File: config.mk
export PLATFORM = sky130hd
export DESIGN_NAME = rx_crc_ctrl
export DESIGN_NICKNAME = d
export VERILOG_FILES = /design/src/rtl/rx_crc_ctrl_pkg.sv /design/src/rtl/CRC32_D64.sv /design/src/rtl/crc_bytes.sv /design/src/rtl/rx_crc_ctrl.sv
export SDC_FILE = /design/constraint.sdc
export NUM_CORES = 1
export LEC_CHECK = 0
export CELL_PAD_IN_SITES_DETAIL_PLACEMENT = 0
export CELL_PAD_IN_SITES_GLOBAL_PLACEMENT = 2
export CORE_AREA = 2 2 216 218
export CTS_CLUSTER_DIAMETER = 40
export CTS_CLUSTER_SIZE = 28
export DETAILED_ROUTE_END_ITERATION = 16
export DIE_AREA = 0 0 218 220
export GPL_TIMING_DRIVEN = 0
export PLACE_DENSITY_LB_ADDON = 0.3
export SKIP_CTS_REPAIR_TIMING = 1
export SLEW_MARGIN = 20
export SYNTH_ARGS = -nofsm -noshare
export SYNTH_HDL_FRONTEND = slang
export SYNTH_HIERARCHICAL = 1
export SYNTH_SLANG_ARGS = --single-unit
File: constraint.sdc
create_clock -name rxclk -period 12.5 [get_ports rxclk]
set_input_delay 1.875 -clock rxclk [delete_from_list [all_inputs] [get_ports rxclk]]
set_output_delay 1.875 -clock rxclk [all_outputs]
set_load 0.02 [all_outputs]
File: src/rtl/rx_crc_ctrl_pkg.sv
// rx_crc_ctrl_pkg
//   Shared constants, state encoding and the bytewise CRC-32 step used by
//   the receive CRC datapath.
//   - CRC_INIT     : CRC register seed at start of frame
//   - CRC_RESIDUE  : register value after a correct FCS has been absorbed
//   - state_t      : controller states (IDLE / ACCUM / DONE)
//   - EOF_BYTES_ALL: eof_bytes code meaning "all 8 bytes valid"
//   - crc32_byte() : one-byte CRC-32 step, register kept in normal (MSB-first)
//                    form, data bits absorbed LSB first as they go on the wire
package rx_crc_ctrl_pkg;

  localparam logic [31:0] CRC_INIT      = 32'hFFFF_FFFF;
  localparam logic [31:0] CRC_RESIDUE   = 32'hC704_DD7B;
  localparam logic [31:0] CRC_POLY      = 32'h04C1_1DB7;
  localparam logic [2:0]  EOF_BYTES_ALL = 3'd0;

  typedef enum logic [1:0] {
    IDLE  = 2'd0,
    ACCUM = 2'd1,
    DONE  = 2'd2
  } state_t;

  // Ethernet sends each byte LSB first, so bit 0 is absorbed first.
  function automatic logic [31:0] crc32_byte(input logic [31:0] crc,
                                             input logic [7:0]  data);
    logic [31:0] c;
    logic        fb;
    c = crc;
    for (int i = 0; i < 8; i++) begin
      fb = c[31] ^ data[i];
      c  = {c[30:0], 1'b0} ^ (fb ? CRC_POLY : 32'h0);
    end
    return c;
  endfunction

endpackage

File: src/rtl/CRC32_D64.sv
// CRC32_D64
//   Full-word CRC-32 update: absorbs all 8 bytes of a 64-bit word.
//   - data     : 64-bit word, byte 0 (first on wire) in [63:56]
//   - crc      : base CRC register value
//   - next_crc : CRC after the 8 bytes
module CRC32_D64
  import rx_crc_ctrl_pkg::*;
(
  input  logic [63:0] data,
  input  logic [31:0] crc,
  output logic [31:0] next_crc
);

  always_comb begin
    next_crc = crc;
    for (int i = 0; i < 8; i++) begin
      next_crc = crc32_byte(next_crc, data[63-8*i -: 8]);
    end
  end

endmodule

File: src/rtl/crc_bytes.sv
// crc_bytes
//   Partial-word CRC-32 taps for the final word of a frame.
//   - data     : the first 7 bytes of the word, byte 0 in [55:48]
//   - crc      : base CRC register value
//   - crc_byte : crc_byte[n] is the CRC after absorbing bytes 0..n-1 (n=1..7)
module crc_bytes
  import rx_crc_ctrl_pkg::*;
(
  input  logic [55:0]       data,
  input  logic [31:0]       crc,
  output logic [7:1][31:0]  crc_byte
);

  logic [31:0] c;

  // Each tap extends the previous one by one byte.
  always_comb begin
    c        = crc;
    crc_byte = '0;
    for (int n = 1; n <= 7; n++) begin
      c           = crc32_byte(c, data[55-8*(n-1) -: 8]);
      crc_byte[n] = c;
    end
  end

endmodule

File: src/rtl/rx_crc_ctrl.sv
// rx_crc_ctrl
//   Frame-level sequencer for the 10G receive CRC-32 check. Seeds the running
//   CRC at sof, advances it 8 bytes per full word, picks the matching partial
//   tap on the eof word, compares against the CRC residue and reports the
//   result one cycle later together with saturating good/bad frame counters.
//   Ports:
//   - rxclk, reset           : clock, synchronous active-high reset
//   - data_in                : frame word, byte 0 in [63:56]
//   - data_valid, sof, eof   : word qualifiers
//   - eof_bytes              : valid bytes in the eof word (0 = 8)
//   - abort                  : discard the frame in progress
//   - crc_done/crc_ok/crc_bad: result pulse and verdict
//   - frame_dropped          : pulse when a frame is discarded
//   - busy                   : frame in progress
//   - good_cnt, bad_cnt      : saturating frame counters
//
// Word handshake: a word is taken on every rxclk edge where data_valid=1;
// sof and eof only have meaning on such words. There is no backpressure.
// abort is sampled every cycle regardless of data_valid and wins over eof.
module rx_crc_ctrl
  import rx_crc_ctrl_pkg::*;
#(
  parameter int CNT_W = 16
) (
  input  logic             rxclk,
  input  logic             reset,
  input  logic [63:0]      data_in,
  input  logic             data_valid,
  input  logic             sof,
  input  logic             eof,
  input  logic [2:0]       eof_bytes,
  input  logic             abort,
  output logic             crc_done,
  output logic             crc_ok,
  output logic             crc_bad,
  output logic             frame_dropped,
  output logic             busy,
  output logic [CNT_W-1:0] good_cnt,
  output logic [CNT_W-1:0] bad_cnt
);

  state_t           state, state_n;
  logic [31:0]      crc_reg, crc_n;
  logic             ok_q, ok_n;
  logic             drop_q, drop_n;
  logic [31:0]      base_crc;
  logic [31:0]      full_crc;
  logic [31:0]      final_crc;
  logic [7:1][31:0] taps;

  // A sof word always restarts from the seed, even mid-frame.
  assign base_crc = sof ? CRC_INIT : crc_reg;

  CRC32_D64 u_crc64 (
    .data     (data_in),
    .crc      (base_crc),
    .next_crc (full_crc)
  );

  crc_bytes u_crc_bytes (
    .data     (data_in[63:8]),
    .crc      (base_crc),
    .crc_byte (taps)
  );

  always_comb begin
    final_crc = full_crc;
    case (eof_bytes)
      3'd1:    final_crc = taps[1];
      3'd2:    final_crc = taps[2];
      3'd3:    final_crc = taps[3];
      3'd4:    final_crc = taps[4];
      3'd5:    final_crc = taps[5];
      3'd6:    final_crc = taps[6];
      3'd7:    final_crc = taps[7];
      default: final_crc = full_crc;
    endcase
  end

  always_ff @(posedge rxclk) begin
    if (reset) begin
      state   <= IDLE;
      crc_reg <= CRC_INIT;
      ok_q    <= 1'b0;
      drop_q  <= 1'b0;
    end else begin
      state   <= state_n;
      crc_reg <= crc_n;
      ok_q    <= ok_n;
      drop_q  <= drop_n;
    end
  end

  // DONE lasts one cycle; a sof in that cycle opens the next frame directly.
  always_comb begin
    state_n = (state == DONE) ? IDLE : state;
    crc_n   = crc_reg;
    ok_n    = ok_q;
    drop_n  = 1'b0;
    if (abort) begin
      if (state != IDLE) begin
        drop_n  = 1'b1;
        state_n = IDLE;
      end
    end else if (data_valid && (sof || state == ACCUM)) begin
      if (eof) begin
        ok_n    = (final_crc == CRC_RESIDUE);
        state_n = DONE;
      end else begin
        crc_n   = full_crc;
        state_n = ACCUM;
      end
      if (sof && state == ACCUM) begin
        drop_n = 1'b1;
      end
    end
  end

  always_ff @(posedge rxclk) begin
    if (reset) begin
      good_cnt <= '0;
      bad_cnt  <= '0;
    end else if (state == DONE) begin
      if (ok_q && good_cnt != '1) begin
        good_cnt <= good_cnt + 1'b1;
      end else if (!ok_q && bad_cnt != '1) begin
        bad_cnt <= bad_cnt + 1'b1;
      end
    end
  end

  assign crc_done      = (state == DONE);
  assign crc_ok        = (state == DONE) && ok_q;
  assign crc_bad       = (state == DONE) && !ok_q;
  assign frame_dropped = drop_q;
  assign busy          = (state == ACCUM);

endmodule

### After elaboration in Yosys (flattened, before gate mapping)

Cells that the tools add are included.

* add/sub/neg operators: 2
* equality and inequality tests: 12
* mux-type cells: 75
* bitwise logic cells: 131
* reduce and logical (&&, ||, !) cells: 13

Operators by type and width (count)
* bitwise XOR 32 bit: 64
* 2-to-1 mux 27 bit: 64
* one-hot mux 32 bit (7 select lines): 1
* bitwise XOR 1 bit: 64
* adder 16 x 1 -> 16 bit (second input constant): 2
* == test 32 bit (second input constant): 1
* 2-to-1 mux 32 bit: 1
* != test 16 bit (second input constant): 2
* == test 3 bit (second input constant): 4
* 2-to-1 mux 2 bit: 5
* AND reduction 3 bit: 3
* == test 3 x 2 -> 1 bit (second input constant): 2
* logical AND 1 bit: 6
* 2-to-1 mux 1 bit: 4
* == test 3 x 1 -> 1 bit (second input constant): 1
* NOT 1 bit: 3
* == test 2 x 1 -> 1 bit (second input constant): 1
* == test 2 bit (second input constant): 1
* AND reduction 2 bit: 1
* nonzero test 2 bit: 1
* zero test 1 bit: 1
* logical OR 1 bit: 1

* bits in registers: 68
* bits of input ports: 73
* output and inout port bits: 37
* logic and storage cells: 239

### Longest topological paths before layout

Gate-level depths: netlist (run 1).

* depth in word-level cells: 195
* depth in mapped cells: 26
* mapped depth without buffers: 23

### Cells and area by module

The synthesis (run 1) kept the hierarchy.

By module, submodules not included
* crc_bytes: instances 1, cells each 609, area an instance 7913.8 µm², seq. area each 0.0 µm²
* CRC32_D64: instances 1, cells each 522, area an instance 7244.4 µm², seq. area each 0.0 µm²
* rx_crc_ctrl: instances 1, cells each 586, area an instance 4790.8 µm², seq. area each 1361.3 µm²

### Worst setup path after synthesis (run 1)

No wires, ideal clock.

* kind: input port to flip-flop
* from: input port sof
* to: register ok_q
* library setup time: 0.121 ns
* arrival time: 9.207 ns
* required time: 12.379 ns
* setup slack: 3.172 ns
* stages on the path: 23
* buffers on the path: 2
* cell sequence: clkbuf_1 -> clkbuf_1 -> or2_2 -> xnor2_1 -> xor3_2 -> xnor2_1 -> xor3_1 -> xnor2_2 -> inv_2 -> xnor2_1 -> xnor3_1 -> xnor2_2 -> xnor2_4 -> xor3_2 -> xnor3_2 -> xnor2_4 -> xnor3_1 -> mux4_2 -> a32oi_1 -> a2111oi_0 -> and4b_1 -> a21oi_1 -> o21ai_1

RTL lines
* from (decl): line rx_crc_ctrl.sv:29 `input logic sof,`
* to (signal assigned): line rx_crc_ctrl.sv:89 `ok_q <= ok_n;`
* to (decl): line rx_crc_ctrl.sv:44 `logic ok_q, ok_n;`

==> impl_metrics.ini, run 1 <==
[outcome]
outcome = completed

[grt]
grt_pass1_vias = 13500
grt_antenna_before_repair = 0
grt_pass1_wl_mm = 97.8
gr-total-overflow = 0
grt_max_degree = 11
track_usage_pct = 28.6

[detailed_routing]
routed_wl_mm = 68.5
first_pass_iters = 5
vias = 13600
top_layer_used = met4
drt-vias-per-instance = 5.55
drt_iter0_markers = 1312
wire_per_inst_um = 28.0
ant_nets = 0
wl_met3_mm = 5.52
met2WireLength_mm = 29.3
wl_met1_mm = 31.9
drc = 0

[setup_path]
required_ns = 12.75
r2r-end = ok_q
crit_chain = clkbuf_1, clkbuf_1, or2_2, xnor2_1, xor3_2, xnor2_1, xor3_1, xnor2_2, inv_2, xnor2_1, xnor3_1, xnor2_2, xnor2_4, xor3_2, xnor3_2, xnor2_2, xnor3_1, nor3_1, a31oi_1, o21ai_0, nand3_1, a2111oi_0, o2111ai_1, o21ai_1
reg2regPathDepth = 22
crit_family = XOR/XNOR gates
critPathKind = primary input to flop
r2r_slack_ns = 2.66
end_kind = flop
slowest_stage = xnor2_1
cp-start-kind = primary input
rr_startpoint = crc_reg[26]
crit_buf_inv = 3
max_stage_delay_ns = 0.84
cp_max_fo = 10
cp.arrival_ns = 11.83

[logic_synthesis]
synth_xor_xnor_area_share_pct = 76.5
muxShareOfSynthArea_pct = 1.84
synth_top_family_by_area = XOR/XNOR gates
postSynthCellCount = 1717
asyncSetResetFlopFracSynth_pct = 0
synth_nets = 1792
yosys.area.top_type = xnor3_1
ys_warn_count = 6
yosysMostFrequentCell = xnor2_1
synth_compound_area_share_pct = 5.71
synth_top_cell_area_share_pct = 27.2
synth_area_mm2 = 0.0199
synth-edff-count = 0
synth_cell_type_count = 77
synthFlopType = dfxtp_1
ys_ff_latch = 68
synth-simple-area-share_pct = 7.18
synthAdderAreaFrac_pct = 0.125
post_synth.cell_area_avg_um2 = 11.6
synth_commonest_cells = xnor2_1 (521), xnor3_1 (241), xor2_1 (199)
seq_area_frac_synth_pct = 6.82
synth_area_leaders = xnor3_1 (27%), xnor2_1 (23%), xor2_1 (8.7%)

[cells_and_area]
fillers = 4294
drive_above_1_share_pct = 12.6
largest_reg_flops = 32
multi_input_area_mm2 = 0.0182
area_growth_syn_to_layout_pct = 10.4
diodes = 0
final_core_util_pct = 48.0
final_area_mm2 = 0.0220
regArea_mm2 = 0.00136
nets = 1908

[sta]
finalSetupTns_ns = 0
skew_ns = 0.00640
relSlewSlack_pct = 29.0
drv_slew = 0
finalSetupViolations = 0
min_period_over_period_pct = 92.7
setup_ws_ns = 0.918
rsz0062_at_grt = false
fmax_ghz = 0.0863
max_slew.worst_pin.slew_ns = 1.06
hold_viol = 0
period_needed_ns = 11.58

[place]
gp_congestion = 0.961
port_buffers = 105
hpwlAfterDp_mm = 57.9
dp_worst_setup_slack_ns = 0.679
postPlaceCellArea_mm2 = 0.0218

[cts]
cts_buffers = 9
path_clk_slew_ns = 0.05
cts_root_buf = clkbuf_16
cts_buffer_depth = 2
htreeDepth = 3
cts_tree = done
clk_latency_ns = 0.33
cts.sinks = 68

[worst_hold_path]
min_path_cells = 2
hp-start = bad_cnt[1]
hp-class = flop to flop
hold-path-endpoint = bad_cnt[1]

[die]
die_h_um = 220
start_util_pct = 43.5
core_mm2 = 0.0459
die_w_um = 218
std_cell_rows = 79
dieArea_mm2 = 0.0480
ios = 110

[job]
drv_cap = 0
[worst reg2reg max path: stages (launching register included)]
cell	delay, ns
dfxtp_1	0.32
or2_2	0.39
xnor2_1	0.67
xor3_2	0.64
xnor2_1	0.84
xor3_1	0.59
xnor2_2	0.45
inv_2	0.22
xnor2_1	0.49
xnor3_1	0.64
xnor2_2	0.23
xnor2_4	0.46
xor3_2	0.63
xnor3_2	0.56
xnor2_2	0.37
xnor3_1	0.37
nor3_1	0.15
a31oi_1	0.14
o21ai_0	0.26
nand3_1	0.18
a2111oi_0	0.58
o2111ai_1	0.35
o21ai_1	0.22
[placed cells by master, fill, tap and decap left out, types with 16 or more instances in the layout]
master / count
a211o_1: 33
a21oi_1: 27
clkbuf_1: 19
clkdlybuf4s50_1: 105
dfxtp_1: 68
inv_1: 22
mux2i_1: 16
nand2_1: 36
nand3_1: 19
nor2_1: 48
nor2b_1: 44
o21ai_0: 27
or2_2: 32
xnor2_1: 521
xnor2_2: 59
xnor2_4: 17
xnor3_1: 241
xor2_1: 199
xor2_2: 22
xor3_1: 38
[logic make-up after synthesis]
| group | after synthesis |
|---|---|
| XOR/XNOR | 1130 |
| multiplexers | 30 |
| adder cells (fa/ha/maj) | 2 |
| AO/OA/AOI/OAI | 157 |
| AND/OR/NAND/NOR | 258 |
| flip-flops | 68 |
| buffers and inverters | 72 |
[per-stage QoR]
step                cells  hold WS [ns]
floorplan            1717         0.480
global placement     2429         0.489
detailed placement   2429         0.503
CTS                  2444         0.512
global route         2444         0.540
finish               2444         0.516
[worst max path at each step]
| stage | depth (start not counted) | to | startpoint | slack (ns) |
|---|---|---|---|---|
| 6_report | 24 | ok_q | sof | 0.92 |
| 3_3_place_gp | 24 | ok_q | sof | 0.60 |
| 3_5_place_dp | 24 | ok_q | sof | 0.68 |
| 2_1_floorplan | 23 | ok_q | sof | 3.17 |
| 5_1_grt | 24 | ok_q | sof | 0.56 |
| 4_1_cts | 24 | ok_q | sof | 0.97 |
[routing by layer]
metal,track usage (%),vias to the layer above
met5,0,-
li1,-,6110
met1,42.5,6809
met2,42.4,580
met4,7.35,0
met3,5.52,72
[area by class of cell]
| cell class | instances | share of cell area (%) |
|---|---|---|
| Multi-Input combinational cell | 1577 | 82.7 |
| Sequential cell | 68 | 6.18 |
| Timing Repair Buffer | 105 | 4.77 |
| Tap cell | 607 | 3.45 |
| Buffer | 48 | 1.27 |
| Clock buffer | 13 | 1.18 |
| Inverter | 24 | 0.409 |
| Clock inverter | 2 | 0.0454 |
Power of run 1 is left out: the tool's default activity adds up to more than one toggle a clock period on the data nets, which glitch-free logic cannot reach.
==> inputs of run 2 (changes only) <==
PLACE_DENSITY = 0.95   (was unset)
PLACE_DENSITY_LB_ADDON = unset   (was 0.3)
==> run 2 against run 1 <==
Utilization is 0.14 points higher. Design area rose by 0.30%. Critical endpoint unchanged. Largest cell class unchanged. Sequential share of layout area about the same. Fmax rose by 2.3%.
==> impl_metrics.ini, run 2 (same netlist as run 1, synthesis figures left out) <==
[outcome]
outcome = completed

[detailed_routing]
first_pass_iters = 5
routed_wl_mm = 65.2
vias = 13800
wire_per_inst_um = 26.7
ant_nets = 0
drt_iter0_markers = 1413
drc = 0
drt-vias-per-instance = 5.63

[cells_and_area]
drive_above_1_share_pct = 12.8
nets = 1908
most-common-layout-cells = xnor2_1 (521), xnor3_1 (241), xor2_1 (199)
area_growth_syn_to_layout_pct = 10.8
diodes = 0
final_common_cell = xnor2_1
fillers = 4255
largest_reg_flops = 32

[grt]
grt_antenna_before_repair = 0
gr-total-overflow = 0
grt_pass1_wl_mm = 94.6
grt_pass1_vias = 13700
track_usage_pct = 27.2
grt_max_degree = 13

[die]
start_util_pct = 43.5
ios = 110
die_h_um = 220
core_mm2 = 0.0459
std_cell_rows = 79
die_w_um = 218
dieArea_mm2 = 0.0480

[sta]
max_slew.worst_pin.slew_ns = 1.09
skew_ns = 0.00801
drv_slew = 0
fmax_ghz = 0.0884
finalSetupViolations = 0
relSlewSlack_pct = 25.4
finalSetupTns_ns = 0
period_needed_ns = 11.32
hold_viol = 0
min_period_over_period_pct = 90.5
rsz0062_at_grt = false

[place]
port_buffers = 105
hpwlAfterDp_mm = 55.0
gp_congestion = 0.997

[setup_path]
cp-start-kind = primary input
cp.arrival_ns = 11.58
end_kind = flop
required_ns = 12.76
cp_max_fo = 10
reg2regPathDepth = 22
critPathKind = primary input to flop

[worst_hold_path]
hp-class = flop to flop
min_path_cells = 2

[cts]
cts.sinks = 68
cts_tree = done
cts_root_buf = clkbuf_16
clk_latency_ns = 0.34
htreeDepth = 3
cts_buffers = 9
path_clk_slew_ns = 0.06
cts_buffer_depth = 2

[job]
drv_cap = 0
## run 2: final cells by class
cell class	count	area, um^2	area share (%)
plain buffers	48	280	1.27
clock buffers	11	253	1.14
clock inverters	5	83.8	0.379
inverters	24	90.1	0.408
multi-input cells	1577	18200	82.4
flip-flops and latches	68	1360	6.16
well taps	607	759	3.44
repair buffers	105	1050	4.76
## run 2: per-stage QoR
step / instances / area, um^2 / hold WS [ns] / util, % / setup slack [ns]
global placement: 2429 / 21800 / 0.496 / 47.4 / 1.11
global route: 2445 / 22100 / 0.547 / 48.2 / 0.933
detailed placement: 2429 / 21800 / 0.495 / 47.4 / 0.932
CTS: 2445 / 22100 / 0.505 / 48.2 / 1.29
finish: 2445 / 22100 / 0.508 / 48.2 / 1.18
floorplan: 1717 / 19900 / 0.480 / - / 3.17
## run 2: worst max-delay path, stage by stage
cell       delay (ns)
clkbuf_1         0.32
clkbuf_1         0.34
or2_2            0.29
xor2_1           0.60
xnor3_1          0.64
xnor2_1          0.79
xor3_1           0.45
xnor2_2          0.40
inv_2            0.22
xnor2_1          0.48
xnor3_1          0.64
xnor2_2          0.23
xnor2_4          0.46
xor3_2           0.62
xnor3_2          0.56
xnor2_2          0.31
xnor3_1          0.36
nor3_1           0.22
a31oi_1          0.12
o21ai_0          0.18
nand3_1          0.16
a2111oi_0        0.72
o2111ai_1        0.37
o21ai_1          0.20
## run 2: layer usage
metal	vias up	routed length, um	global-route usage, %
li1	6116	-	-
met1	6838	28100	37.7
met2	701	28700	42.3
met3	108	5970	5.07
met4	0	2510	9.50
met5	-	0	0
## run 2: worst paths after layout
path,start,to,slack (ns)
worst min register to register,good_cnt[5],good_cnt[5],0.51
worst max-delay path,sof,ok_q,1.18
worst min-delay path,good_cnt[5],good_cnt[5],0.51
worst max register to register,crc_reg[28],ok_q,2.92
Power of run 2 is left out for the same reason.
